==> config.mk <==
export PLATFORM = sky130hd
export DESIGN_NAME = rf_writeback_queue
export DESIGN_NICKNAME = d
export VERILOG_FILES = /design/src/rtl/cpu_pkg.sv /design/src/rtl/rf_fwd_match.sv /design/src/rtl/rf_writeback_queue.sv
export SDC_FILE = /design/constraint.sdc
export NUM_CORES = 1
export LEC_CHECK = 0
export BUFFER_PORTS_ARGS = -buffer_cell sky130_fd_sc_hd__buf_2
export CORE_MARGIN = 5
export CORE_UTILIZATION = 63
export CTS_CLUSTER_DIAMETER = 120
export CTS_CLUSTER_SIZE = 28
export DETAILED_ROUTE_END_ITERATION = 10
export GPL_TIMING_DRIVEN = 0
export PLACE_DENSITY_LB_ADDON = 0.25
export SLEW_MARGIN = 10
export SYNTH_ARGS = -nofsm -noshare
export SYNTH_HDL_FRONTEND = slang
export SYNTH_SLANG_ARGS = --single-unit
==> constraint.sdc <==
create_clock -name clk -period 11 [get_ports clk]
set_clock_uncertainty 0.05 [all_clocks]
set_input_delay 0.55 -clock clk [delete_from_list [all_inputs] [get_ports clk]]
set_output_delay 0.55 -clock clk [all_outputs]
set_load 0.01 [all_outputs]
==> src/rtl/cpu_pkg.sv <==
// Shared CPU definitions used by the writeback path.
// REG_ADDR_WIDTH / DATA_WIDTH are the default register-file geometry,
// wb_entry_t is one pending writeback {destination register, data}.
package cpu_pkg;

  localparam int REG_ADDR_WIDTH = 4;
  localparam int DATA_WIDTH     = 8;

  typedef struct packed {
    logic [REG_ADDR_WIDTH-1:0] addr;
    logic [DATA_WIDTH-1:0]     data;
  } wb_entry_t;

endpackage

==> src/rtl/rf_fwd_match.sv <==
// Youngest-first forwarding lookup over the writeback queue.
// Ports:
//   ent_addr/ent_data  per-slot destination register and data
//   ent_valid          per-slot occupancy
//   tail               next write slot; tail-1 is the youngest entry
//   rd_addr            read address to match
//   hit/data           hit=1 when any valid slot matches; data from the youngest match
module rf_fwd_match #(
  parameter int DEPTH = 4,
  parameter int AW    = cpu_pkg::REG_ADDR_WIDTH,
  parameter int DW    = cpu_pkg::DATA_WIDTH,
  localparam int PW   = $clog2(DEPTH)
) (
  input  logic [DEPTH-1:0][AW-1:0] ent_addr,
  input  logic [DEPTH-1:0][DW-1:0] ent_data,
  input  logic [DEPTH-1:0]         ent_valid,
  input  logic [PW-1:0]            tail,
  input  logic [AW-1:0]            rd_addr,
  output logic                     hit,
  output logic [DW-1:0]            data
);

  // Slots re-indexed by age: age 0 is the youngest (tail-1), age DEPTH-1 the oldest.
  logic [PW-1:0]    age_idx   [DEPTH];
  logic [DEPTH-1:0] age_match;

  genvar gi;
  generate
    for (gi = 0; gi < DEPTH; gi++) begin : g_age
      assign age_idx[gi]   = tail - PW'(gi + 1);
      assign age_match[gi] = ent_valid[age_idx[gi]] && (ent_addr[age_idx[gi]] == rd_addr);
    end
  endgenerate

  // Scan oldest to youngest so the youngest match is the final assignment.
  always_comb begin
    hit  = 1'b0;
    data = '0;
    for (int k = DEPTH - 1; k >= 0; k--) begin
      if (age_match[k]) begin
        hit  = 1'b1;
        data = ent_data[age_idx[k]];
      end
    end
  end

endmodule

==> src/rtl/rf_writeback_queue.sv <==
// In-order writeback queue between execute and the register-file write port,
// with forwarding of not-yet-committed data to the two decode read ports.
// Ports:
//   clk, rst                     clock, synchronous active-high reset
//   wb_valid/wb_ready/wb_reg/wb_data   execute-stage push handshake
//   drain_en                     register-file write port free this cycle
//   rf_write_en/rf_regw/rf_dataw register-file write port (head entry)
//   rd_reg1/rd_reg2              decode read addresses
//   rf_data1/rf_data2            register-file read data
//   op_data1/op_data2            operands after forwarding
//   fwd_hit1/fwd_hit2            operand taken from the queue
//   count                        occupied entries
module rf_writeback_queue #(
  parameter int REG_ADDR_WIDTH = cpu_pkg::REG_ADDR_WIDTH,
  parameter int DATA_WIDTH     = cpu_pkg::DATA_WIDTH,
  parameter int DEPTH          = 4,
  localparam int PW            = $clog2(DEPTH),
  localparam int CW            = $clog2(DEPTH) + 1
) (
  input  logic                      clk,
  input  logic                      rst,
  input  logic                      wb_valid,
  output logic                      wb_ready,
  input  logic [REG_ADDR_WIDTH-1:0] wb_reg,
  input  logic [DATA_WIDTH-1:0]     wb_data,
  input  logic                      drain_en,
  output logic                      rf_write_en,
  output logic [REG_ADDR_WIDTH-1:0] rf_regw,
  output logic [DATA_WIDTH-1:0]     rf_dataw,
  input  logic [REG_ADDR_WIDTH-1:0] rd_reg1,
  input  logic [REG_ADDR_WIDTH-1:0] rd_reg2,
  input  logic [DATA_WIDTH-1:0]     rf_data1,
  input  logic [DATA_WIDTH-1:0]     rf_data2,
  output logic [DATA_WIDTH-1:0]     op_data1,
  output logic [DATA_WIDTH-1:0]     op_data2,
  output logic                      fwd_hit1,
  output logic                      fwd_hit2,
  output logic [CW-1:0]             count
);

  logic [PW-1:0]                          head_q, head_d, tail_q, tail_d;
  logic [CW-1:0]                          count_q, count_d;
  logic [DEPTH-1:0]                       valid_q, valid_d;
  logic [DEPTH-1:0][REG_ADDR_WIDTH-1:0]   addr_q, addr_d;
  logic [DEPTH-1:0][DATA_WIDTH-1:0]       data_q, data_d;
  logic                                   push, pop;
  logic                                   hit1, hit2;
  logic [DATA_WIDTH-1:0]                  fwd1, fwd2;

  assign rf_write_en = drain_en && (count_q != '0);
  assign pop         = rf_write_en;
  // A full queue still accepts when the head commits in the same cycle.
  assign wb_ready    = (count_q != CW'(DEPTH)) || rf_write_en;
  assign push        = wb_valid && wb_ready;

  assign rf_regw  = addr_q[head_q];
  assign rf_dataw = data_q[head_q];
  assign count    = count_q;

  always_comb begin
    head_d  = head_q;
    tail_d  = tail_q;
    valid_d = valid_q;
    addr_d  = addr_q;
    data_d  = data_q;
    // Pop before push: when full, head and tail share a slot and the new entry must win.
    if (pop) begin
      valid_d[head_q] = 1'b0;
      head_d          = head_q + 1'b1;
    end
    if (push) begin
      valid_d[tail_q] = 1'b1;
      addr_d[tail_q]  = wb_reg;
      data_d[tail_q]  = wb_data;
      tail_d          = tail_q + 1'b1;
    end
    count_d = count_q + CW'(push) - CW'(pop);
  end

  always_ff @(posedge clk) begin
    if (rst) begin
      head_q  <= '0;
      tail_q  <= '0;
      count_q <= '0;
      valid_q <= '0;
      addr_q  <= '0;
      data_q  <= '0;
    end else begin
      head_q  <= head_d;
      tail_q  <= tail_d;
      count_q <= count_d;
      valid_q <= valid_d;
      addr_q  <= addr_d;
      data_q  <= data_d;
    end
  end

  rf_fwd_match #(.DEPTH(DEPTH), .AW(REG_ADDR_WIDTH), .DW(DATA_WIDTH)) u_fwd1 (
    .ent_addr (addr_q),
    .ent_data (data_q),
    .ent_valid(valid_q),
    .tail     (tail_q),
    .rd_addr  (rd_reg1),
    .hit      (hit1),
    .data     (fwd1)
  );

  rf_fwd_match #(.DEPTH(DEPTH), .AW(REG_ADDR_WIDTH), .DW(DATA_WIDTH)) u_fwd2 (
    .ent_addr (addr_q),
    .ent_data (data_q),
    .ent_valid(valid_q),
    .tail     (tail_q),
    .rd_addr  (rd_reg2),
    .hit      (hit2),
    .data     (fwd2)
  );

  assign fwd_hit1 = hit1;
  assign fwd_hit2 = hit2;
  assign op_data1 = hit1 ? fwd1 : rf_data1;
  assign op_data2 = hit2 ? fwd2 : rf_data2;

endmodule

==> results.md, run 1 <==
- Max Root-Sink Buffers: 2
- Final core area utilization: 73.5%
- Unrepaired setup endpoints after global routing: no
- Most common library cell in the layout ignoring fill and taps: sky130_fd_sc_hd__nand2_1
- Share of flip-flops with an asynchronous set or reset after synthesis: 0%
- Worst min-delay path category: in -> reg
- Area of the placeable core: 0.00773 mm^2
- Number of distinct library cells after synthesis: 51
- # hold bufs at CTS: 0
- Max-slew violation total from the final report: 0
- Maximum number of pins on one net before global-route repair: 12
- Post-route cell area: 0.00568 mm^2
- Instance area after placement: 0.00548 mm^2
- Starting Density: 64.7%
- Max Freq: 192 MHz
- Required arrival time at the worst endpoint: 10400 ps
- Synth top area share: 23.6%
- # setup viols final: 0
- Initial DRC Count: 469
- Clock network latency to the later pin of the worst-skew pair: 340 ps
- Fraction of final layout cells with drive strength greater than 1: 25.5%
- Post-CTS Setup Bufs: 0
- Flip-flop and latch count after synthesis: 59
- GRT overflow: 0
- Clock tree root buffer cell: sky130_fd_sc_hd__clkbuf_8
- RePlAce Congestion: 0.986
- # DRC: 0
- Final period utilization: 47.3%
- Syn Inst Count: 580
- Number of fill cells in the layout: 569
- Count of vias placed by the detailed router: 4925
- Per-instance average area after synthesis: 8.62 um^2
- Vias per cell: 6.41
- Kind of launch point of the worst setup path: register
- Hold Vio Cnt, Final: 0
- Clock sinks: 59
- Syn. warnings: 0
- Dominant cell type by area after synthesis: sky130_fd_sc_hd__dfxtp_1
- Final antenna-violating net count: 0
- Min Clock Period, post-route: 5200 ps
- Total area of sequential cells: 0.00118 mm^2
- Global-route wire length before repair: 23800 um
- Net count after synthesis: 631
- CTS Buf Count: 9
- Worst reg2reg path depth: 12
- Initial antenna violation count: 0
- DP Worst Slack: 6150 ps
- Worst setup path end: op_data2[2]
- Source of the critical timing path: tail_q[0]$_SDFFE_PP0P_
- Post-synthesis cell area: 0.00500 mm^2
- Nature of the critical path endpoint: primary output
- Clock H-tree levels: 3
- Met3 Resource Use GR: 3.58%
- Leading register cell type out of synthesis: sky130_fd_sc_hd__dfxtp_1
- Sum of net half-perimeters after detailed placement: 11300 um
- Busiest metal layer after global routing: met2
- End of the worst register-to-register path: tail_q[1]$_SDFFE_PP0P_
- Worst reg2reg startpoint: tail_q[0]$_SDFFE_PP0P_
- Cell Pwr Density: 141 mW/mm^2
- Number of resized instances in the post-cts repair step: 0
- Overall die height: 99.1 um
- Input/output buffers: 71
- TritonCTS clock tree: done
- Status: complete, no violations
- Post-layout net count: 713
- Worst Path Class, Setup: reg -> out
- Number of cells after detailed placement: 753
- Number of I/O pins: 75
- Total wire length after detailed routing: 14300 um
- Diodes inserted: 0
- Post-route non-filler standard cell count: 768
- Initial DRT Pass Iterations: 5
- Vias in the first global route: 4839
- Setup TNS after final layout: 0 ps
- Width of the chip: 99.1 um
- Clock slew at reported path FFs: 60 ps
- EDFF count, synth: 0
- Die footprint: 0.00982 mm^2
- Actual transition at the worst max-transition pin: 875 ps
- Worst-path maximum fanout: 10
- Routed wire length per instance: 18.6 um
- Setup slack on the worst flop-to-flop path: 7710 ps
- Final worst setup slack: 5800 ps
- Peak VDD IR: 0.000183 V
- Top library cells by usage in the layout, fill and taps aside: sky130_fd_sc_hd__nand2_1, sky130_fd_sc_hd__buf_2, sky130_fd_sc_hd__a21oi_1
- Worst path arrival time: 4600 ps
- Max-slew headroom: 40.0%
- FP Rows: 32
- Standby leakage power: 0.00210 uW
- Layout overhead on the synthesized area: 13.5%
- Total routing resource utilization after global routing: 29.7%
- Met2 Use GR: 48.9%
- Biggest area contributors in the synthesized netlist: sky130_fd_sc_hd__dfxtp_1, sky130_fd_sc_hd__mux4_2, sky130_fd_sc_hd__nand2_1
- Sequential share of the synthesized area: 23.6%
- Met1 usage in global routing: 39.6%
- Number of maximum-capacitance violations: 0
- Area occupied by multi-input gates: 0.00353 mm^2
## logic make-up after synthesis
kind of cell | count (synthesis) | synth area share [%]
simple gates | 195 | 18.7
compound gates | 143 | 17.6
mux | 77 | 24.9
buf+inv | 61 | 5.80
flops | 59 | 23.6
xor+xnor | 34 | 6.40
fa+ha+maj | 11 | 2.90
## worst min-delay path by stage
stage | slack (ps) | cells after the start | startpoint | end
finish | 450 | 3 | wb_reg[3] | addr_q[7]$_SDFFE_PP0P_
CTS | 440 | 3 | wb_data[7] | data_q[23]$_SDFFE_PP0P_
global route | 450 | 3 | wb_reg[1] | addr_q[9]$_SDFFE_PP0P_
floorplan | 400 | 2 | valid_q[3]$_SDFF_PP0_ | valid_q[3]$_SDFF_PP0_
detailed placement | 440 | 2 | data_q[2]$_SDFFE_PP0P_ | data_q[2]$_SDFFE_PP0P_
global placement | 420 | 2 | data_q[29]$_SDFFE_PP0P_ | data_q[29]$_SDFFE_PP0P_
## synthesized netlist by cell type, types with 5 or more instances
master,instances
sky130_fd_sc_hd__nor3_1,5
sky130_fd_sc_hd__o21ai_0,9
sky130_fd_sc_hd__o22ai_1,14
sky130_fd_sc_hd__buf_1,7
sky130_fd_sc_hd__a22o_1,8
sky130_fd_sc_hd__o211ai_1,11
sky130_fd_sc_hd__nand3_1,49
sky130_fd_sc_hd__o21ai_1,6
sky130_fd_sc_hd__mux2i_1,21
sky130_fd_sc_hd__mux4_2,36
sky130_fd_sc_hd__nand3b_1,5
sky130_fd_sc_hd__inv_1,11
sky130_fd_sc_hd__xnor2_1,25
sky130_fd_sc_hd__buf_2,11
sky130_fd_sc_hd__mux2_2,20
sky130_fd_sc_hd__nand2_1,93
sky130_fd_sc_hd__nor2b_1,7
sky130_fd_sc_hd__nor2_1,14
sky130_fd_sc_hd__xor2_1,6
sky130_fd_sc_hd__clkbuf_1,26
sky130_fd_sc_hd__a211oi_1,8
sky130_fd_sc_hd__ha_1,10
sky130_fd_sc_hd__dfxtp_1,59
sky130_fd_sc_hd__and2_1,6
sky130_fd_sc_hd__a21oi_1,69
sky130_fd_sc_hd__o31a_1,6
## critical path, cell delays in order, from the launching register on
cell and delay (ps):
sky130_fd_sc_hd__dfxtp_1 380, sky130_fd_sc_hd__buf_6 170, sky130_fd_sc_hd__buf_12 150, sky130_fd_sc_hd__buf_12 150
sky130_fd_sc_hd__buf_2 240, sky130_fd_sc_hd__buf_2 310, sky130_fd_sc_hd__inv_1 110, sky130_fd_sc_hd__ha_1 310
sky130_fd_sc_hd__buf_2 250, sky130_fd_sc_hd__clkbuf_1 460, sky130_fd_sc_hd__mux4_2 450, sky130_fd_sc_hd__xor2_1 190
sky130_fd_sc_hd__nor3_4 370, sky130_fd_sc_hd__buf_2 280, sky130_fd_sc_hd__a21oi_1 60, sky130_fd_sc_hd__o211ai_1 100
sky130_fd_sc_hd__a22o_1 150, sky130_fd_sc_hd__buf_2 120
## metrics by stage
stage	hold slack [ps]	total power, uW
after floorplan	403	512
after global placement	420	592
after detailed placement	436	606
after CTS	439	801
after global routing	449	850
final	449	803
## layer usage
metal  share of wire (%)  up-vias
li1                    -     2293
met1                  42     2330
met2                  47      264
met3                 8.8       38
met4                 2.9        0
met5                   0        -
## registers in the layout, summed over array words and instances, names as in the netlist
| register | flops |
|---|---|
| data_q | 32 |
| addr_q | 16 |
| valid_q | 4 |
| count | 3 |
| head_q | 2 |
| tail_q | 2 |
## cell type report
type	instances	area share (%)
multi-input combinational	460	62.2
sequential	59	20.8
timing repair buffer	71	6.26
buffer	48	4.25
clock buffer	13	2.80
tap	102	2.25
inverter	13	0.859
clock inverter	2	0.617
## where the power goes
part / leakage, uW / switching [uW] / internal [uW]
registers: 0.000480 / 26.4 / 234
logic: 0.00152 / 199 / 149
clock network: 0.0000995 / 79.5 / 115
Power figures use the tool's default switching activity.
==> run 2, diff against run 1 <==
--- a/config.mk
+++ b/config.mk
@@ -7,7 +7,7 @@
 export LEC_CHECK = 0
 export BUFFER_PORTS_ARGS = -buffer_cell sky130_fd_sc_hd__buf_2
 export CORE_MARGIN = 5
-export CORE_UTILIZATION = 63
+export CORE_UTILIZATION = 53
 export CTS_CLUSTER_DIAMETER = 120
 export CTS_CLUSTER_SIZE = 28
 export DETAILED_ROUTE_END_ITERATION = 10
==> constraint.sdc (replaced) <==
create_clock -name clk -period 4.2 [get_ports clk]
set_clock_uncertainty 0.05 [all_clocks]
set_input_delay 0.21 -clock clk [delete_from_list [all_inputs] [get_ports clk]]
set_output_delay 0.21 -clock clk [all_outputs]
set_load 0.01 [all_outputs]
==> run 2 against run 1 <==
First-iteration DRC count decreased by 23%. Largest power group unchanged. Largest cell class unchanged. Critical path depth decreased by 2. Clock power increased to 2.6 times the previous value.
==> results.md, run 2 (synthesis results as in run 1) <==
- Area of the placeable core: 0.00924 mm^2 (+20%)
- Largest registers: data_q x32, addr_q x16, valid_q x4
- Clock H-tree levels: 3 (unchanged)
- Routed wire length per instance: 17.2 um (-7.4%)
- Sum of net half-perimeters after detailed placement: 11200 um (-0.88%)
- Top library cells by usage in the layout, fill and taps aside: sky130_fd_sc_hd__nand2_1, sky130_fd_sc_hd__buf_2, sky130_fd_sc_hd__a21oi_1
- Max-slew violation total from the final report: 0 (unchanged)
- Kind of launch point of the worst setup path: register
- Worst min-delay path category: in -> reg
- Worst path most repeated cell: sky130_fd_sc_hd__buf_6
- Worst-path maximum fanout: 19 (+9)
- Total wire length after detailed routing: 13800 um (-3.3%)
- Actual transition at the worst max-transition pin: 870 ps (-5.33 ps)
- Total routing resource utilization after global routing: 24.5% (-5.2 points)
- Fraction of final layout cells with drive strength greater than 1: 26.6% (+1.1 points)
- Max reg flops: 32 (unchanged)
- Status: complete, no violations
- Clock slew at reported path FFs: 70 ps (about the same)
- Overall die height: 107 um (+8.1%)
- GRT overflow: 0 (unchanged)
- Max Root-Sink Buffers: 2 (unchanged)
- Worst Hold Slack: 108 ps (-341 ps)
- Largest register by flop count: data_q
- Number of I/O pins: 75 (unchanged)
- Most common library cell in the layout ignoring fill and taps: sky130_fd_sc_hd__nand2_1
- Initial DRC Count: 362 (-23%)
- Largest delay share family, worst path: buffers and inverters
- Nature of the critical path endpoint: primary output
- RePlAce Congestion: 0.894 (-9.4%)
- Fraction of power spent switching nets: 37.8% (-0.16 points)
- # hold bufs at CTS: 0 (unchanged)
- Final core area utilization: 62.7% (-11 points)
- Vias in the first global route: 4609 (-4.8%)
- Clock sinks: 59 (unchanged)
- Post-route non-filler standard cell count: 802 (+4.4%)
- Post-route cell area: 0.00579 mm^2 (+2.0%)
- Instance area after placement: 0.00552 mm^2 (+0.62%)
- TritonCTS clock tree: done
- Number of fill cells in the layout: 801 (+41%)
- Count of vias placed by the detailed router: 4740 (-3.8%)
- Max-slew headroom: 40.4% (+0.37 points)
- Initial antenna violation count: 0 (unchanged)
- Highest-delay cell along the critical path: sky130_fd_sc_hd__mux4_2
- Setup slack on the worst flop-to-flop path: 1290 ps (-6420 ps)
- Combinational group share of total power: 43.8% (+0.5 points)
- Number of cells after detailed placement: 780 (+3.6%)
- Internal power consumption: 1310 uW (+160%)
- Clock network latency to the later pin of the worst-skew pair: 340 ps (about the same)
- Diodes inserted: 0 (unchanged)
- Sequential group share of total power: 32.3% (about the same)
- Maximum number of pins on one net before global-route repair: 12 (unchanged)
- Cell Pwr Density: 364 mW/mm^2 (+160%)
- Width of the chip: 107 um (+8.1%)
- Final antenna-violating net count: 0 (unchanged)
- Required arrival time at the worst endpoint: 3940 ps (-6460 ps)
- Input/output buffers: 71 (unchanged)
- Longest individual stage delay on the worst path: 370 ps (-90 ps)
- Net Sw Power: 796 uW (+160%)
- Unrepaired setup endpoints after global routing: no
- Die footprint: 0.0115 mm^2 (+17%)
- Clock tree root buffer cell: sky130_fd_sc_hd__clkbuf_8
- Clk pwr share: 23.9% (-0.4 points)
- Starting Density: 54.1% (-11 points)
- CTS Buf Count: 9 (unchanged)
- Post-layout net count: 719 (+0.84%)
- Worst Path Class, Setup: reg -> out
- Global-route wire length before repair: 22700 um (-4.5%)
- FP Rows: 35 (+9.4%)
- Min Clock Period, post-route: 4010 ps
- Final period utilization: 95.4%
- Initial DRT Pass Iterations: 4 (-1)
- Peak VDD IR: 0.000367 V (+100%)
- # setup viols final: 0 (unchanged)
- Standby leakage power: 0.00214 uW (+2.1%)
- Layout overhead on the synthesized area: 15.8%
- # DRC: 0 (unchanged)
- Number of maximum-capacitance violations: 0 (unchanged)
- Total buffers and inverters traversed by the critical path: 7 (-3)
- Hold Vio Cnt, Final: 0 (unchanged)
- Worst path arrival time: 3750 ps (-850 ps)
- Worst-path cell chain: buf_6 > buf_12 > buf_12 > buf_6 > inv_1 > ha_1 > buf_6 > mux4_2 > xnor2_2 > and4_4 > a211oi_4 > a211o_1 > a22o_1 > mux2_2 > buf_2
- Max Freq: 250 MHz
- Vias per cell: 5.91 (-7.8%)
[run 2: changes by cell type in the layout (fill, tap and decap cells not counted), sizes merged]
cell      previous run  this run
clkinv               3         2
buf                 93       100
clkinvlp             0         1
[run 2: worst reg2reg max path: stages (launching register included)]
cell and delay, ps:
sky130_fd_sc_hd__dfxtp_1 350, sky130_fd_sc_hd__or4b_2 690, sky130_fd_sc_hd__and2_1 180, sky130_fd_sc_hd__clkbuf_1 210, sky130_fd_sc_hd__inv_1 160, sky130_fd_sc_hd__ha_1 140, sky130_fd_sc_hd__inv_1 40, sky130_fd_sc_hd__ha_1 180
sky130_fd_sc_hd__fa_1 400, sky130_fd_sc_hd__xnor2_1 190, sky130_fd_sc_hd__xnor2_1 140, sky130_fd_sc_hd__nor2_1 50
[run 2: per-layer routing]
metal,GRT usage (%),vias to the layer above,part of all wire [%]
met2,43.1,153,49
met3,3.49,19,5.5
li1,-,2299,-
met5,0,-,0
met1,31.4,2269,44
met4,6.30,0,1.6
[run 2: path summary, 6_finish.rpt]
path,startpoint,endpoint,depth (start not counted)
hold reg to reg,data_q[29]$_SDFFE_PP0P_,data_q[29]$_SDFFE_PP0P_,2
hold / removal,wb_data[0],data_q[8]$_SDFFE_PP0P_,3
setup reg to reg,count[1]$_SDFF_PP0_,count[2]$_SDFF_PP0_,11
setup / recovery,tail_q[0]$_SDFFE_PP0P_,op_data2[4],15
[run 2: power groups by stage]
stage | combinational (uW) | clock [uW] | sequential, uW
5_1_grt | 1010 | 529 | 689
3_3_place_gp | 870 | 0 | 683
6_report | 922 | 503 | 679
4_1_cts | 922 | 504 | 677
2_1_floorplan | 668 | 0 | 673
3_5_place_dp | 896 | 0 | 689
[run 2: layout make-up]
type	instances	area (um^2)	area share, %
Timing Repair Buffer	78	408	7.05
Multi-Input combinational cell	460	3540	61.2
Buffer	47	253	4.37
Sequential cell	59	1180	20.4
Clock buffer	14	153	2.64
Clock inverter	2	35.0	0.605
Inverter	13	52.6	0.908
Tap cell	129	161	2.79
[run 2: per-stage QoR]
| stage | total power (uW) | TNS, ps | worst slack, ps |
|---|---|---|---|
| floorplan | 1340 | 0 | 372 |
| global placement | 1550 | -1980 | -160 |
| detailed placement | 1580 | -3050 | -235 |
| CTS | 2100 | 0 | 6.32 |
| global route | 2230 | 0 | 15.1 |
| finish | 2100 | 0 | 195 |
[run 2: timing repair]
item	in CTS	in global routing
buffers inserted	3	4
gates cloned	0	0
pin swaps	4	3
setup endpoints to repair	18	16
gates resized for setup	8	5
